File: src/rtl/inst_encoder.sv
// Sequential instruction encoder: packs symbolic instructions into 9-bit machine
// words, writes them from address 0 upward and appends the 9'h1FF Ack terminator.
module inst_encoder #(
   parameter int ADDR_W = 10,
   parameter int DEPTH  = 1 << ADDR_W
) (
   input  logic              Clk,
   input  logic              Reset,
   input  logic              InValid,
   output logic              InReady,
   input  logic [3:0]        Mnemonic,
   input  logic [3:0]        FieldA,
   input  logic [3:0]        FieldB,
   input  logic [4:0]        Imm,
   input  logic              Flag,
   input  logic              Last,
   output logic              WrEn,
   output logic [ADDR_W-1:0] WrAddr,
   output logic [8:0]        WrData,
   output logic              Done,
   output logic              Error,
   output logic [ADDR_W:0]   Count,
   output logic [1:0]        DbgState
);

   typedef enum logic [1:0] {
      ST_RUN  = 2'd0,
      ST_TERM = 2'd1,
      ST_DONE = 2'd2
   } state_e;

   localparam logic [8:0]        ACK_WORD       = 9'h1FF;
   localparam logic [ADDR_W-1:0] ADDR_ONE       = ADDR_W'(1);
   localparam logic [ADDR_W:0]   CNT_ONE        = (ADDR_W + 1)'(1);
   // Highest address an instruction may use; the slot above belongs to the terminator.
   localparam logic [ADDR_W-1:0] LAST_DATA_ADDR = ADDR_W'(DEPTH - 2);

   state_e              state_q, state_d;
   logic [ADDR_W-1:0]   addr_q, addr_d;
   logic [ADDR_W:0]     count_q, count_d;
   logic                wr_en_q, wr_en_d;
   logic [ADDR_W-1:0]   wr_addr_q, wr_addr_d;
   logic [8:0]          wr_data_q, wr_data_d;
   logic                done_q, done_d;
   logic                error_q, error_d;

   logic [8:0]          enc_word;
   logic                enc_illegal;
   logic                xfer;

   // Handshake: a transfer happens in any cycle where InValid && InReady;
   // InReady is a pure decode of the RUN state, so it never depends on InValid.
   assign InReady  = (state_q == ST_RUN);
   assign xfer     = InValid && InReady;

   assign WrEn     = wr_en_q;
   assign WrAddr   = wr_addr_q;
   assign WrData   = wr_data_q;
   assign Done     = done_q;
   assign Error    = error_q;
   assign Count    = count_q;
   assign DbgState = state_q;

   always_comb begin
      enc_word    = '0;
      enc_illegal = 1'b0;
      case (Mnemonic)
         4'd0: begin
            enc_word    = {3'b000, FieldA[2:0], FieldB[2:0]};
            enc_illegal = FieldA[3];
         end
         4'd1: begin
            enc_word    = {3'b001, FieldA[2:0], FieldB[2:0]};
            enc_illegal = FieldA[3];
         end
         4'd2: begin
            enc_word    = {4'b1101, FieldA[2:0], FieldB[1:0]};
            enc_illegal = FieldA[3] || (FieldB[3:2] != 2'b01);
         end
         4'd3: begin
            enc_word    = {4'b0110, FieldA[2:0], 2'b00};
            enc_illegal = FieldA[3];
         end
         4'd4: begin
            enc_word    = {4'b0111, FieldA[2:0], 2'b00};
            enc_illegal = FieldA[3];
         end
         4'd5: begin
            enc_word    = {4'b1110, FieldA[2:0], 2'b00};
            enc_illegal = FieldA[3];
         end
         4'd6: begin
            enc_word    = {4'b1110, FieldA[2:0], 2'b10};
            enc_illegal = FieldA[3];
         end
         4'd7: begin
            // Imm=31 would encode exactly as the Ack terminator.
            enc_word    = {4'b1111, Imm};
            enc_illegal = (Imm == 5'd31);
         end
         4'd8:  enc_word = {4'b1000, 1'b0, FieldB[1:0], 2'b00};
         4'd9:  enc_word = {4'b1000, 1'b1, FieldB[1:0], 2'b00};
         4'd10: enc_word = {4'b1001, FieldB[1:0], Flag, 2'b00};
         4'd11: begin
            enc_word    = {4'b1010, FieldA[2:0], Flag, 1'b0};
            enc_illegal = FieldA[3];
         end
         4'd12: begin
            enc_word    = {5'b01000, FieldA[2:0], 1'b0};
            enc_illegal = FieldA[3];
         end
         4'd13: begin
            enc_word    = {5'b01001, FieldA[2:0], 1'b0};
            enc_illegal = FieldA[3];
         end
         4'd14: begin
            enc_word    = {4'b1100, FieldA[2:0], 2'b00};
            enc_illegal = FieldA[3];
         end
         default: begin
            case (FieldA[1:0])
               2'd0:    enc_word = {6'b101100, FieldB[1:0], 1'b0};
               2'd1:    enc_word = {6'b101101, FieldB[1:0], 1'b0};
               2'd2:    enc_word = {6'b101110, FieldB[1:0], 1'b0};
               default: enc_illegal = 1'b1;
            endcase
         end
      endcase
   end

   always_comb begin
      state_d   = state_q;
      addr_d    = addr_q;
      count_d   = count_q;
      wr_en_d   = 1'b0;
      wr_addr_d = wr_addr_q;
      wr_data_d = wr_data_q;
      done_d    = done_q;
      error_d   = error_q;
      case (state_q)
         ST_RUN: begin
            if (xfer) begin
               if (enc_illegal) begin
                  error_d = 1'b1;
                  if (Last) state_d = ST_TERM;
               end else begin
                  wr_en_d   = 1'b1;
                  wr_addr_d = addr_q;
                  wr_data_d = enc_word;
                  addr_d    = addr_q + ADDR_ONE;
                  count_d   = count_q + CNT_ONE;
                  if (Last) begin
                     state_d = ST_TERM;
                  end else if (addr_q == LAST_DATA_ADDR) begin
                     state_d = ST_TERM;
                     error_d = 1'b1;
                  end
               end
            end
         end
         ST_TERM: begin
            wr_en_d   = 1'b1;
            wr_addr_d = addr_q;
            wr_data_d = ACK_WORD;
            count_d   = count_q + CNT_ONE;
            state_d   = ST_DONE;
         end
         ST_DONE: done_d = 1'b1;
         default: state_d = ST_RUN;
      endcase
   end

   always_ff @(posedge Clk) begin
      if (!Reset) begin
         state_q   <= ST_RUN;
         addr_q    <= '0;
         count_q   <= '0;
         wr_en_q   <= 1'b0;
         wr_addr_q <= '0;
         wr_data_q <= '0;
         done_q    <= 1'b0;
         error_q   <= 1'b0;
      end else begin
         state_q   <= state_d;
         addr_q    <= addr_d;
         count_q   <= count_d;
         wr_en_q   <= wr_en_d;
         wr_addr_q <= wr_addr_d;
         wr_data_q <= wr_data_d;
         done_q    <= done_d;
         error_q   <= error_d;
      end
   end

endmodule

File: config.mk
export PLATFORM = sky130hd
export DESIGN_NAME = inst_encoder
export DESIGN_NICKNAME = d
export VERILOG_FILES = /design/src/rtl/inst_encoder.sv
export SDC_FILE = /design/constraint.sdc
export NUM_CORES = 1
export LEC_CHECK = 0
export CAP_MARGIN = 40
export CORE_MARGIN = 3
export CORE_UTILIZATION = 30
export DETAILED_ROUTE_END_ITERATION = 8
export GPL_TIMING_DRIVEN = 0
export HOLD_SLACK_MARGIN = 0.15
export PLACE_DENSITY_LB_ADDON = 0.12
export SLEW_MARGIN = 20
export SYNTH_ARGS = -nofsm -noshare
export SYNTH_HDL_FRONTEND = slang
export SYNTH_SLANG_ARGS = --single-unit
File: constraint.sdc
create_clock -name Clk -period 2.88 [get_ports Clk]
set_input_delay 0.432 -clock Clk [delete_from_list [all_inputs] [get_ports Clk]]
set_output_delay 0.432 -clock Clk [all_outputs]
set_load 0.02 [all_outputs]
Word-level counts from Yosys, hierarchy flattened. Cells that the tools add are included.

Word-level logic and storage cells: 77. Flip-flop bits (word level): 45.

Reduce and logical (&&, ||, !) cells: 14. Eq/ne operators: 26. Multiplexer cells: 25. Add/subtract/negate cells: 2. Bitwise logic cells: 2.

Operators with widths (number): $pmux W9 S15 (1); $eq A4 B4 Y1 const B (7); $pmux W9 S3 (1); $mux W11 (2); $pmux W11 S2 (1); $mux W10 (2); $pmux W10 S2 (1); $mux W9 (2); $pmux W9 S2 (1); $eq A4 B3 Y1 const B (4); $add A11 B1 Y11 const B (1); $add A10 B1 Y10 const B (1); $eq A10 B10 Y1 const B (1); $mux W2 (5); $reduce_or A10 Y1 (1); $eq A4 B2 Y1 const B (2); $reduce_and A4 Y1 (2); $mux W1 (6); $ne A2 B1 Y1 const B (3); $pmux W2 S3 (1); $reduce_and A3 Y1 (2); $reduce_or A3 Y1 (2); $eq A5 B5 Y1 const B (1); $eq A2 B1 Y1 const B (2); other kinds (13) (17).

Longest topological paths before layout.
Word-level depth: 7. Depth in mapped cells: 10.

Worst setup path before layout. No wires, ideal clock.

Kind: input -> register. From: in Mnemonic[3]. To: reg count_q[9], in the netlist Count[9]. Setup slack: 758 ps. Required time: 2808 ps. Stages: 9. Path buffers: 3. Arrival time: 2051 ps. Path through: buf_6 > nand4_4 > nor2_2 > or3b_1 > buf_2 > o21a_1 > buf_6 > nor4_1 > mux2i_1.

Cells in the longest elaborated chain, start to end: 5. Elaborated cells on any way between the ends: 20. Those cells by class: 15 x eq/ne; 1 x mux; 4 x reduce/logical.

Ends and longest elaborated chain: start: declaration (line 11) `input logic [3:0] Mnemonic,`; $eq A4 B4 Y1, or another cell as far along (line 67) `case (Mnemonic)`; $reduce_or A10 Y1 (no line) or $reduce_or A3 Y1 (tied branches); $pmux W1 S4 * (line 67); $ne A2 B2 Y1 (no line) *; $reduce_and A3 Y1 (no line) *; end signal: assignment (line 186) `count_q <= count_d;`; end: declaration (line 40) `logic [ADDR_W:0] count_q, count_d;`.

Mark *: on every way between the ends. The rest lies on a longest branch, timed or not. A chain may end at the register's enable or synchronous reset.

Worst setup path after layout.
From: in Mnemonic[0]. To: reg wr_addr_q[6], in the netlist WrAddr[6].

Cells in the longest elaborated chain, start to end: 5. Elaborated cells on any way between the ends: 20. Those cells by class: 15 x eq/ne; 1 x mux; 4 x reduce/logical.

Ends and longest elaborated chain: $eq A4 B4 Y1, or another cell as far along (line 67); $reduce_or A10 Y1 (no line) or $reduce_or A3 Y1 (tied branches); $pmux W1 S4 * (line 67); $ne A2 B2 Y1 (no line) *; $reduce_and A3 Y1 (no line) *; end signal: assignment (line 188) `wr_addr_q <= wr_addr_d;`; end: declaration (line 42) `logic [ADDR_W-1:0] wr_addr_q, wr_addr_d;`.

Marked as above.

==> metrics.md <==
| Metric | Value |
|---|---|
| Status | finished, final reports clean |
| Iter 0 DRT Violations | 112 |
| Most common cell after layout, fill and taps aside | clkdlybuf4s50_1 |
| Commonest register cell after synthesis | dfxtp_1 |
| Worst-Margin Slew | 0.568 ns |
| Routed vias | 2327 |
| PD cells | between 400 and 500 mW/mm^2 |
| Slew Limit Fails | 0 |
| Die Area | 0.00899 mm^2 |
| Max VDD drop | 0.000226 V |
| Area contributors post-synth | dfxtp_1 38%, nand2_1 7.1%, a21oi_1 6.8%, nor2_1 4.3%, mux2i_1 3.4% |
| Max capacitance violation total | 0 |
| Post-DR wirelength/cell | about 15 um |
| Crit-path cells | clkdlybuf4s50_1, nand4_4, nor2_2, or3b_1, buf_2, o21ai_2, clkbuf_1, nand2_1, a21oi_1 |
| Clock Pin Slew Worst Setup and Hold Paths | 0.09 ns |
| Setup WS pre-CTS | -0.112 ns |
| IO Pins | between 50 and 60 |
| DRC | 0 |
| Non-Filler Instances | 461 |
| RSZ-0062 raised after global routing | no |
| Met3 Wirelength | 379 um |
| Port Buf Inserts | 54 |
| Grt total ovfl | 0 |
| Logic gate share of total power | 20.2% |
| CP max stage cell | clkdlybuf4s50_1 |
| WL final | between 6 and 7 mm |
| Synth unique cells | 48 |
| Routed Antenna Nets | 0 |
| Worst skew pair latency | roughly 0.3 ns |
| Clock power share | 33.3% |
| Syn Inst Count | 300 |
| Crit. End Element | register |
| Placed cells | 453 |
| Critical Path Max Stage Delay | 0.56 ns |
| Rows | 31 |
| Critical path type | in -> reg |
| Internal power | 1.04 mW |
| Switching Share | 28.7% |
| Fin. Hold Viols | 0 |
| FF+latch count, synth | 45 |
| Ant. Diodes | 0 |
| Seq/Total Area, Yosys | 38.1% |
| Fraction of layout cells with a size suffix above 1 | approximately 6.6% |
| Final-report setup violation count | 0 |
| Total clock sinks | 45 |
| Syn_nets | 325 |
| Max clock buf depth | 2 |
| Util after Layout | 42.3% |
| Post-synth EDFFs | 0 |
| HP Class | reg -> reg |
| Met2 routed WL | ~3 mm |
| Critical Path RT | 3.11 ns |
| DP HPWL | 5.09 mm |
| H-tree levels | 2 |
| Post-synth top area share | 38.1% |
| CTS buffer count | 5 |
| Largest net degree at the start of global routing | 15 |
| Async SR Flop Fraction | 0% |
| Final nets | approximately 390 |
| Total track usage | 16.0% |
| Post-CTS Setup Bufs | 0 |
| Drt first pass iters | 4 |
| Initial Utilization | 31.8% |
| Die X | between 90 and 100 um |
| Cell area after layout | between 0.003 and 0.004 mm^2 |
| Static Leak | 1.07 nW |
| Crit path time final | 2.61 ns |
| Die height | ~95 um |
| Syn avg cell area | 7.89 um^2 |
| P_sw | 0.417 mW |
| Yosys warns | 0 |
| Crit path max fanout | 10 |
| CTS tree | yes |
| Placed instance area | 0.00303 mm^2 |
| Worst slew margin | 62.1% |
| Gpl congestion | about 0.9 |
| Post-synth top area cell | dfxtp_1 |
| Vias/cell | 5.05 |
| Root Driver | clkbuf_8 |
| Highest routed layer | met4 |
| Final Cycle Share | 90.6% |
| Post-synthesis cell area | 0.00237 mm^2 |
| Sequential power share | a little under half |
| Vias in the first global route | 2208 |
| Final hold slack | 0.454 ns |
| Worst Path Arrival | 2.84 ns |
| Commonest non-fill, non-tap cells in the layout | 54 x clkdlybuf4s50_1, 45 x dfxtp_1, 45 x nand2_1 |
| Metal-1 WL | roughly 3.4 mm |
| Initial antenna violation count | 0 |
| Worst clock skew | 0.0101 ns |
| Area of the core | 0.00745 mm^2 |
| Worst setup SP type | input pin |
| Fin worst setup slack | between 0.2 and 0.3 ns |
| First-pass GRT wire length | 11.4 mm |
| Max Freq | 383 MHz |
| Area growth, synth to finish | 33.1% |
logic make-up after synthesis:
kind of cell	synth area share, %
simple gates	29.1
compound gates	19.3
xor+xnor	2.22
fa+ha+maj	1.59
mux	3.86
flops	38.1
buf+inv	5.82
metrics by stage:
| step | TNS, ns | power (mW) |
|---|---|---|
| CTS | 0 | 1.47 |
| finish | 0 | 1.45 |
| detailed placement | -0.552 | 0.983 |
| floorplan | 0 | 0.853 |
| global route | 0 | 1.53 |
| global placement | -0.992 | 0.986 |
routing by layer:
metal / up-vias / global-route usage (%)
li1: 1187 / -
met1: 1066 / 22.5
met2: 67 / 25.1
met3: 7 / 3.27
met4: 0 / 3.97
met5: - / 0
synthesized netlist by cell type (2+ instances only):
cell,number
clkbuf_1,12
xnor2_1,6
or3b_1,3
nor2b_1,7
a311oi_1,2
buf_6,3
a21oi_1,32
nor4_1,8
dfxtp_1,45
buf_2,5
a22oi_1,2
nor2_1,27
o21a_1,4
mux2i_1,8
nor3_1,7
nand2b_1,9
nand4_1,7
a31oi_1,2
and3_1,3
o41ai_1,2
a221oi_1,3
nand3_1,10
ha_1,3
nand2_1,45
o21ai_0,11
inv_1,9
a32o_1,2
a211oi_1,3
worst paths after layout:
kind,from,to,slack [ns],cells after the start
max,Mnemonic[0],WrAddr[6]$_SDFFE_PN0P_,0.27,9
min reg2reg,WrAddr[1]$_SDFFE_PN0P_,WrAddr[1]$_SDFFE_PN0P_,0.45,2
min,WrAddr[1]$_SDFFE_PN0P_,WrAddr[1]$_SDFFE_PN0P_,0.45,2
max reg2reg,addr_q[2]$_SDFFE_PN0P_,addr_q[7]$_SDFFE_PN0P_,0.80,5
timing repair:
action,in CTS,in global routing
gates resized for setup,0,1
hold buffers,0,0
endpoints found under the setup margin,0,1
registers in the layout (all words and copies together), names as in the netlist:
signal,flops
WrAddr,10
Done,1
Count,11
WrData,9
addr_q,10
WrEn,1
DbgState,2
Error,1
power groups by stage:
stage,Clock (mW),Combinational [mW],Sequential [mW]
floorplan,0,0.142,0.711
global placement,0,0.296,0.690
detailed placement,0,0.294,0.689
CTS,0.496,0.295,0.675
global route,0.521,0.325,0.680
finish,0.483,0.294,0.675
final cells by class:
cell class,count,area (um^2)
buffer,20,104
timing repair buffer,54,541
clock buffer,6,72.6
tap,99,124
fill,775,4300
inverter,9,33.8
multi-input combinational,226,1330
clock inverter,2,38.8
sequential,45,901
worst max-delay path: cells and delay by family:
kind	cells	cell delay [ns]
AND/OR/NAND/NOR	4	0.74
buffers and inverters	3	1.21
AO/OA/AOI/OAI	2	0.45
Power figures use the tool's default switching activity.
